File: src/rtl/z80_irq_pkg.sv
// z80_irq_pkg: shared types and helpers for the Z80 mode-2 interrupt controller.
package z80_irq_pkg;

    localparam int VEC_STRIDE = 2;

    typedef enum logic [1:0] {SRC_IDLE, SRC_PEND, SRC_INSVC} src_state_e;

    typedef struct packed {
        logic       found;
        logic [2:0] idx;
    } prio_t;

    function automatic prio_t prio_first(input logic [7:0] v);
        prio_t r;
        r = '0;
        for (int i = 7; i >= 0; i--) begin
            if (v[i]) begin
                r.found = 1'b1;
                r.idx   = 3'(i);
            end
        end
        return r;
    endfunction

endpackage

File: src/rtl/z80_irq_ctrl_src_cell.sv
// irq_src_cell: per-source mask, edge/level detect, pending and in-service state.
// IRQ_CTRL_SYNC_EN adds a 2-flop synchroniser on src.
module irq_src_cell #(
    parameter bit EDGE = 1'b1
) (
    input  logic clk_sys,
    input  logic reset,
    input  logic src,
    input  logic mask_we,
    input  logic mask_din,
    input  logic clr,
    input  logic set_insvc,
    input  logic clr_insvc,
    output logic mask_q,
    output logic pend_q,
    output logic isr_q
);
    logic src_s, hist_q, hist_d, mask_d, pend_d, isr_d, trig, mask_eff;

`ifdef IRQ_CTRL_SYNC_EN
    logic [1:0] sync_q, sync_d;
    assign sync_d = {sync_q[0], src};
    assign src_s  = sync_q[1];
    always_ff @(posedge clk_sys or posedge reset) begin
        if (reset) sync_q <= '0;
        else       sync_q <= sync_d;
    end
`else
    assign src_s = src;
`endif

    always_comb begin
        mask_eff = mask_we ? mask_din : mask_q;
        mask_d   = mask_eff;
        hist_d   = src_s;
        trig     = EDGE ? (src_s & ~hist_q & ~mask_eff) : (src_s & ~mask_eff & ~isr_q);
        // a fresh trigger beats software clear and the acknowledge clear
        pend_d   = EDGE ? (trig | (pend_q & ~clr & ~set_insvc & ~mask_eff)) : (trig & ~set_insvc);
        isr_d    = set_insvc | (isr_q & ~clr_insvc);
    end

    always_ff @(posedge clk_sys or posedge reset) begin
        if (reset) begin
            mask_q <= 1'b1;
            pend_q <= 1'b0;
            isr_q  <= 1'b0;
            hist_q <= 1'b0;
        end else begin
            mask_q <= mask_d;
            pend_q <= pend_d;
            isr_q  <= isr_d;
            hist_q <= hist_d;
        end
    end
endmodule

File: src/rtl/z80_irq_ctrl.sv
// z80_irq_ctrl: Z80 mode-2 interrupt controller with priority, vector and IEI/IEO chain.
// Optional macro IRQ_CTRL_SYNC_EN synchronises src inside each source cell.
module z80_irq_ctrl
    import z80_irq_pkg::*;
#(
    parameter int              NSRC      = 4,
    parameter logic [7:0]      VEC_BASE  = 8'h08,
    parameter logic [NSRC-1:0] EDGE_MASK = '1
) (
    input  logic            clk_sys,
    input  logic            reset,
    input  logic [NSRC-1:0] src,
    input  logic            mask_we,
    input  logic [NSRC-1:0] mask_din,
    output logic [NSRC-1:0] mask_q,
    input  logic            clr_we,
    input  logic [NSRC-1:0] clr_sel,
    input  logic            ack,
    input  logic            reti,
    input  logic            iei,
    output logic            ieo,
    output logic            int_n,
    output logic [7:0]      vec_out,
    output logic            vec_oe,
    output logic [NSRC-1:0] pend_q,
    output logic [NSRC-1:0] isr_q
);
    prio_t      isr_f, post_f, win;
    logic [7:0] allow, allow_post, reti_clr, isr_post;
    logic       req, ack_go;
    logic       ack_q, ack_d, int_n_q, int_n_d, vec_oe_q, vec_oe_d;
    logic [7:0] vec_out_q, vec_out_d;

    for (genvar i = 0; i < NSRC; i++) begin : g_src
        irq_src_cell #(.EDGE(EDGE_MASK[i])) u_cell (
            .clk_sys   (clk_sys),
            .reset     (reset),
            .src       (src[i]),
            .mask_we   (mask_we),
            .mask_din  (mask_din[i]),
            .clr       (clr_we & clr_sel[i]),
            .set_insvc (ack_go && win.idx == 3'(i)),
            .clr_insvc (reti && isr_f.found && isr_f.idx == 3'(i)),
            .mask_q    (mask_q[i]),
            .pend_q    (pend_q[i]),
            .isr_q     (isr_q[i])
        );
    end

    always_comb begin
        isr_f      = prio_first(8'(isr_q));
        allow      = isr_f.found ? (8'd1 << isr_f.idx) - 8'd1 : 8'hFF;
        req        = iei & |(8'(pend_q) & allow);
        // reti retires its bit before the acknowledge arbitrates
        reti_clr   = (reti && isr_f.found) ? 8'd1 << isr_f.idx : 8'd0;
        isr_post   = 8'(isr_q) & ~reti_clr;
        post_f     = prio_first(isr_post);
        allow_post = post_f.found ? (8'd1 << post_f.idx) - 8'd1 : 8'hFF;
        win        = prio_first(8'(pend_q) & allow_post);
        ack_go     = ack & ~ack_q & iei & win.found;
        ack_d      = ack;
        int_n_d    = ~req;
        vec_oe_d   = ack_go | (ack & vec_oe_q);
        vec_out_d  = ack_go ? VEC_BASE + 8'(VEC_STRIDE) * {5'd0, win.idx} : ack ? vec_out_q : 8'hFF;
    end

    always_ff @(posedge clk_sys or posedge reset) begin
        if (reset) begin
            ack_q     <= 1'b0;
            int_n_q   <= 1'b1;
            vec_oe_q  <= 1'b0;
            vec_out_q <= 8'hFF;
        end else begin
            ack_q     <= ack_d;
            int_n_q   <= int_n_d;
            vec_oe_q  <= vec_oe_d;
            vec_out_q <= vec_out_d;
        end
    end

    assign int_n   = int_n_q;
    assign vec_oe  = vec_oe_q;
    assign vec_out = vec_out_q;
    assign ieo     = iei & ~|isr_q & ~|(pend_q & ~mask_q);
endmodule

File: config.mk
export PLATFORM = sky130hd
export DESIGN_NAME = z80_irq_ctrl
export DESIGN_NICKNAME = d
export VERILOG_FILES = /design/src/rtl/z80_irq_pkg.sv /design/src/rtl/z80_irq_ctrl_src_cell.sv /design/src/rtl/z80_irq_ctrl.sv
export SDC_FILE = /design/constraint.sdc
export NUM_CORES = 1
export LEC_CHECK = 0
export CAP_MARGIN = 20
export CORE_MARGIN = 2
export CORE_UTILIZATION = 40
export CTS_CLUSTER_SIZE = 16
export DETAILED_ROUTE_END_ITERATION = 12
export PLACE_DENSITY = 0.76
export SYNTH_ARGS = -nofsm -noshare
export SYNTH_HDL_FRONTEND = slang
export SYNTH_SLANG_ARGS = --single-unit
export TNS_END_PERCENT = 100
File: constraint.sdc
create_clock -name clk_sys -period 1.49 [get_ports clk_sys]
set_input_delay 0.3725 -clock clk_sys [delete_from_list [all_inputs] [get_ports clk_sys]]
set_output_delay 0.3725 -clock clk_sys [all_outputs]
set_load 0.1 [all_outputs]
After elaboration in Yosys (flattened, before gate mapping)
Index checks and enable logic that the tools add are counted.
Widths: inputs -> output; s select.
{"block": "word_totals", "register_bits": 27, "in_bits": 19, "out_inout_bits": 23, "wordCells": 149}
{"block": "classes", "addsub": 3, "n_eq_ne": 7, "shifts": 2, "n_mux": 29, "n_bitwise": 72, "n_reduce_logical": 16}
{"operator": "$mux 4", "n": 20}
{"operator": "$mux 8", "n": 5}
{"operator": "$and 1x1->1", "n": 35}
{"operator": "$and 4x8->8", "n": 3}
{"operator": "$not 1->1", "n": 22}
{"operator": "$shl 1x3->8 const A", "n": 2}
{"operator": "$sub 8x1->8 const B", "n": 2}
{"operator": "$eq 3x2->1 const B", "n": 4}
{"operator": "$logic_and 1x1->1", "n": 9}
{"operator": "$or 1x1->1", "n": 9}
{"operator": "$not 8->8", "n": 1}
{"operator": "$reduce_or 4->1", "n": 2}
{"operator": "$reduce_or 8->1", "n": 1}
{"operator": "$eq 3x1->1 const B", "n": 2}
{"operator": "$logic_not 3->1", "n": 2}
{"operator": "$add 4x4->5 const A", "n": 1}
{"operator": "$and 4x4->4", "n": 1}
{"operator": "$mux 1", "n": 4}
{"operator": "$not 4->4", "n": 1}
{"operator": "$logic_not 1->1", "n": 2}
{"operator": "$ne 2x1->1 const B", "n": 1}

Depth between registers and ports, before layout
{"block": "logic_depth", "ltp_word": 34, "ltp_mapped": 6, "depth_no_buf": 5}

By module
Synthesis repeated with hierarchy kept, for this count alone.
{"block": "unflattened", "hier_cells": 127, "area_unflattened_um2": 1242.4}
{"mod": "z80_irq_ctrl", "instances": 1, "cells_per_inst": 83, "area_each_um2": 636.9}
{"mod": "irq_src_cell", "instances": 4, "cells_per_inst": 11, "area_each_um2": 151.4}

Worst setup path before layout
Ideal clock, no wire load.
{"block": "synth_path", "path_kind": "reg-to-output", "start": "reg g_src[0].u_cell.isr_q", "end": "out ieo", "arrival_ns": 2.935, "required_time_ns": 1.118, "slack_ns": -1.818, "stages_incl_launch_ff": 4, "path_buffers": 0, "cell_sequence": "dfrtp_1 nor2_1 o2111ai_1 a211oi_1"}
{"block": "synth_between", "elab_chain_cells": 4}
{"item": "start, declared", "line_no": "z80_irq_ctrl_src_cell.sv:16", "rtl": "output logic isr_q"}
{"item": "start signal, assigned", "line_no": "z80_irq_ctrl_src_cell.sv:51", "rtl": "isr_q <= isr_d;"}
{"item": "$reduce_or 4->1", "line_no": "z80_irq_ctrl.sv:84", "rtl": "assign ieo = iei & ~|isr_q & ~|(pend_q & ~mask_q);"}
{"item": "$logic_not 1->1", "line_no": "z80_irq_ctrl.sv:84"}
{"item": "$and 1x1->1 (2 in a row)", "line_no": "z80_irq_ctrl.sv:84"}
{"item": "end, declared", "line_no": "z80_irq_ctrl.sv:21", "rtl": "output logic ieo,"}
Every way passes these cells.

Worst setup path after layout
{"block": "layout_path", "start": "reg g_src[3].u_cell.isr_q", "end": "out ieo"}
{"block": "layout_between", "elab_chain_cells": 4}
{"item": "start, declared", "line_no": "z80_irq_ctrl_src_cell.sv:16"}
{"item": "start signal, assigned", "line_no": "z80_irq_ctrl_src_cell.sv:51"}
{"item": "$reduce_or 4->1", "line_no": "z80_irq_ctrl.sv:84"}
{"item": "$logic_not 1->1", "line_no": "z80_irq_ctrl.sv:84"}
{"item": "$and 1x1->1 (2 in a row)", "line_no": "z80_irq_ctrl.sv:84"}
Every way passes these cells.

==> parameters.txt <==
Parameter                              Value

Worst setup path
  Critical path class    reg2out
  Worst Path Required    1120 ps
  Startpoint class of the critical path    register
  Maximum net fanout on the critical path    4
  Depth of the most critical reg-to-reg path    7
  Register-to-register path setup slack    -370 ps
  Crit Reg-Reg Endpoint    vec_out[1]$_DFFE_PP1P_
  Kind of end point of the critical path    output port
  Data arrival time of the worst path    1560 ps
  Reg2reg start    g_src[0].u_cell.isr_q$_DFF_PP0_

Global route
  Met3 track demand over resource in global routing    ~2.9%
  Leftover overflow at the end of global routing    0
  Met2 Usage GRT    37.7%
  Number of global-route vias before repair    between 1000 and 1500
  Wire length of the first global-routing pass    roughly 5600 um
  Layer carrying the most global-route usage    met2
  Number of antenna violations at the first check in global routing    0
  Total routing resource utilization after global routing    between 20% and 30%
  Pin count of the biggest net entering global routing    23
  GR Layer Usage met1    between 20% and 30%

Synth
  Main combinational cell family by area after synthesis    compound AO/OA/AOI/OAI gates
  Post-Synth Simple-Gate Area    15.6%
  Most instantiated library cell after synthesis    buf_4
  Synth warnings    0
  Predominant post-synthesis flop cell    dfrtp_1
  Share of synthesized cell area in full adder, half adder and majority cells    0%
  Synth Register Bits    22
  Share of synthesized flip-flops with an asynchronous set or reset    100%
  Share of the synthesized netlist area taken by xor and xnor gates    0%
  Post-synth cell types    36
  Share of the synthesized area in the top cell type    29.8%
  Cell area after technology mapping    approximately 1200 um2
  Number of nets in the synthesized netlist    139
  Share of the synthesized area in compound gates (AO/OA/AOI/OAI)    18.2%
  Most instantiated cells after synthesis    17 x buf_4, 14 x dfrtp_1, 14 x nand2_1
  Leading post-synthesis cells by cell area    dfrtp_1 30%, dfstp_2 18%, buf_4 11%
  Number of enable flip-flop cells after synthesis    0
  Post-Synthesis Mean Instance Area    9.81 um2
  Sequential share of the synthesized area    47.6%
  Post-Synthesis Cells    120
  Mux contribution to synthesized area    3.83%
  Leading area contributor after synthesis    dfrtp_1

Floorplan
  FP Rows    19
  Core Box Area    approximately 2800 um2
  Initial standard-cell utilization of the core    roughly 42%
  Vertical die dimension    58.3 um
  Count of boundary I/O pins    42
  Die Area    3390 um2
  X dimension of the die    just under 60 um

Finish
  Finished Core Util    76.5%
  Layout-stage area growth over the synthesis result    80.7%
  Post-route cell area    2130 um2
  Nets    201
  Number of antenna diodes    0
  Number of inserted filler cells in the final layout    156
  Share of final-layout standard cells stronger than drive strength 1    45.3%

Timing
  Setup repair after global routing missed its margin    true
  Post-route clock period utilization    130%
  Sum of negative setup slack    -4850 ps
  Max-slew violation total from the final report    0
  Number of hold violations in the final report    0
  Setup Skew    4.76 ps
  Hold_ws    383 ps
  Final setup margin    -442 ps
  Slew @ Worst Pin    558 ps
  Relative max-transition margin    62.5%
  Final setup viols    24
  Min cycle time layout    1930 ps
  Max frequency    roughly 520 MHz

Placed design
  Count of input and output buffers    40
  GP Congestion    0.913
  Area after detailed placement    just under 2000 um2
  HPWL after detailed placement    2400 um

Detailed routing
  Count of vias placed by the detailed router    1093
  Post-DR vias/cell    5.16
  Wire length reported by the detailed router    roughly 3500 um
  Drt first pass iters    4
  Routed length per placed instance    16.5 um
  Post-DRT Antenna Nets    0
  Starting DRC count in detailed routing    35
  Remaining DRCs    0

Flow run
  Count of maximum capacitance violations    0

Clocking
  Cell chosen for the clock root    clkbuf_4
  Clock Latency Late Sink    ~330 ps
  Clk slew on worst S/H paths    130 ps
  CTS max path bufs    2
  Clock tree from TritonCTS    done
  H-tree depth    1
  CTS sink cnt    22
  CTS Buf Count    3

Pwr
  Power density cells    ~1000 nW/um2
  Total chip power    about 0.0022 W
  Max rail drop VDD    between 1 and 1.5 mV
  Leak Pwr    0.957 nW

Status
  Violations in the final reports    negative setup slack
  Result of the run    complete, but fails checks

Worst hold path
  Worst hold path type    in2async
[worst max-delay path by stage]
stage	slack (ps)	startpoint	end	cells after the start
6_report	-440	g_src[3].u_cell.isr_q$_DFF_PP0_	ieo	4
3_5_place_dp	-670	reti	vec_out[1]$_DFFE_PP1P_	6
3_3_place_gp	-590	reti	vec_out[1]$_DFFE_PP1P_	6
2_1_floorplan	-490	g_src[0].u_cell.isr_q$_DFF_PP0_	ieo	3
5_1_grt	-540	g_src[3].u_cell.isr_q$_DFF_PP0_	ieo	4
4_1_cts	-420	g_src[0].u_cell.isr_q$_DFF_PP0_	ieo	4
[flip-flops by register name, indices dropped and copies added, names as in the netlist]
register             flops
g_src.u_cell.hist_q      4
g_src.u_cell.isr_q       4
g_src.u_cell.mask_q      4
g_src.u_cell.pend_q      4
vec_out                  3
ack_q                    1
int_n                    1
vec_oe                   1
[power by group]
group | internal [W] | switching (W)
Clock | 0.000272 | 0.000200
Sequential | 0.000661 | 0.0000474
Combinational | 0.000411 | 0.000624
[kinds of logic (layout without fill, tap and decap cells)]
| family | Yosys count | after routing |
|---|---|---|
| buffers and inverters | 28 | 89 |
| other | 1 | 1 |
| AO/OA/AOI/OAI | 30 | 30 |
| multiplexers | 4 | 4 |
| AND/OR/NAND/NOR | 35 | 35 |
| flip-flops | 22 | 22 |
[placed cells by master (no fill, tap or decap), types with 3 or more instances in the layout]
master and n:
a21oi_1 4, nor2_1 5, dfstp_2 7, buf_6 10, clkbuf_4 3, mux2_1 3, nand2b_1 4, a32oi_1 3
inv_1 10, dfrtp_1 12, nand2_1 14, nor2b_1 4, buf_12 22, o21ai_0 3, buf_4 25, clkdlybuf4s50_1 18
[through the flow]
step	cells	setup WS, ps
2_1_floorplan	120	-486
3_5_place_dp	203	-666
3_3_place_gp	203	-590
4_1_cts	210	-422
5_1_grt	212	-542
6_report	212	-442
[cell type report]
class / instances / area (um2) / share of cell area [%]
tap: 31 / 38.8 / 1.82
inverter: 10 / 37.5 / 1.76
clock buffer: 3 / 22.5 / 1.06
timing repair buffer: 75 / 921 / 43.3
multi-input combinational: 70 / 510 / 24.0
clock inverter: 1 / 30.0 / 1.41
sequential: 22 / 567 / 26.6
[layer usage]
layer	wire length, um	share of wire [%]	vias up
li1	-	-	515
met1	1370	39	514
met2	1810	52	47
met3	173	4.9	17
met4	155	4.4	0
met5	0	0	-
[worst max-delay path: stages (launching register included)]
cell and delay [ps]:
dfrtp_1 440, nor2_1 170, o2111ai_1 180, a211oi_4 230
buf_12 210
[what timing repair did]
action                                  4_1_cts  5_1_grt
pin swaps                                     6        3
buffers inserted                              3        3
endpoints found under the setup margin       23       26
resized for setup                            14        6
hold buffers                                  0        0
hold endpoints to repair                      0        0
(Power assumes the default switching activity.)
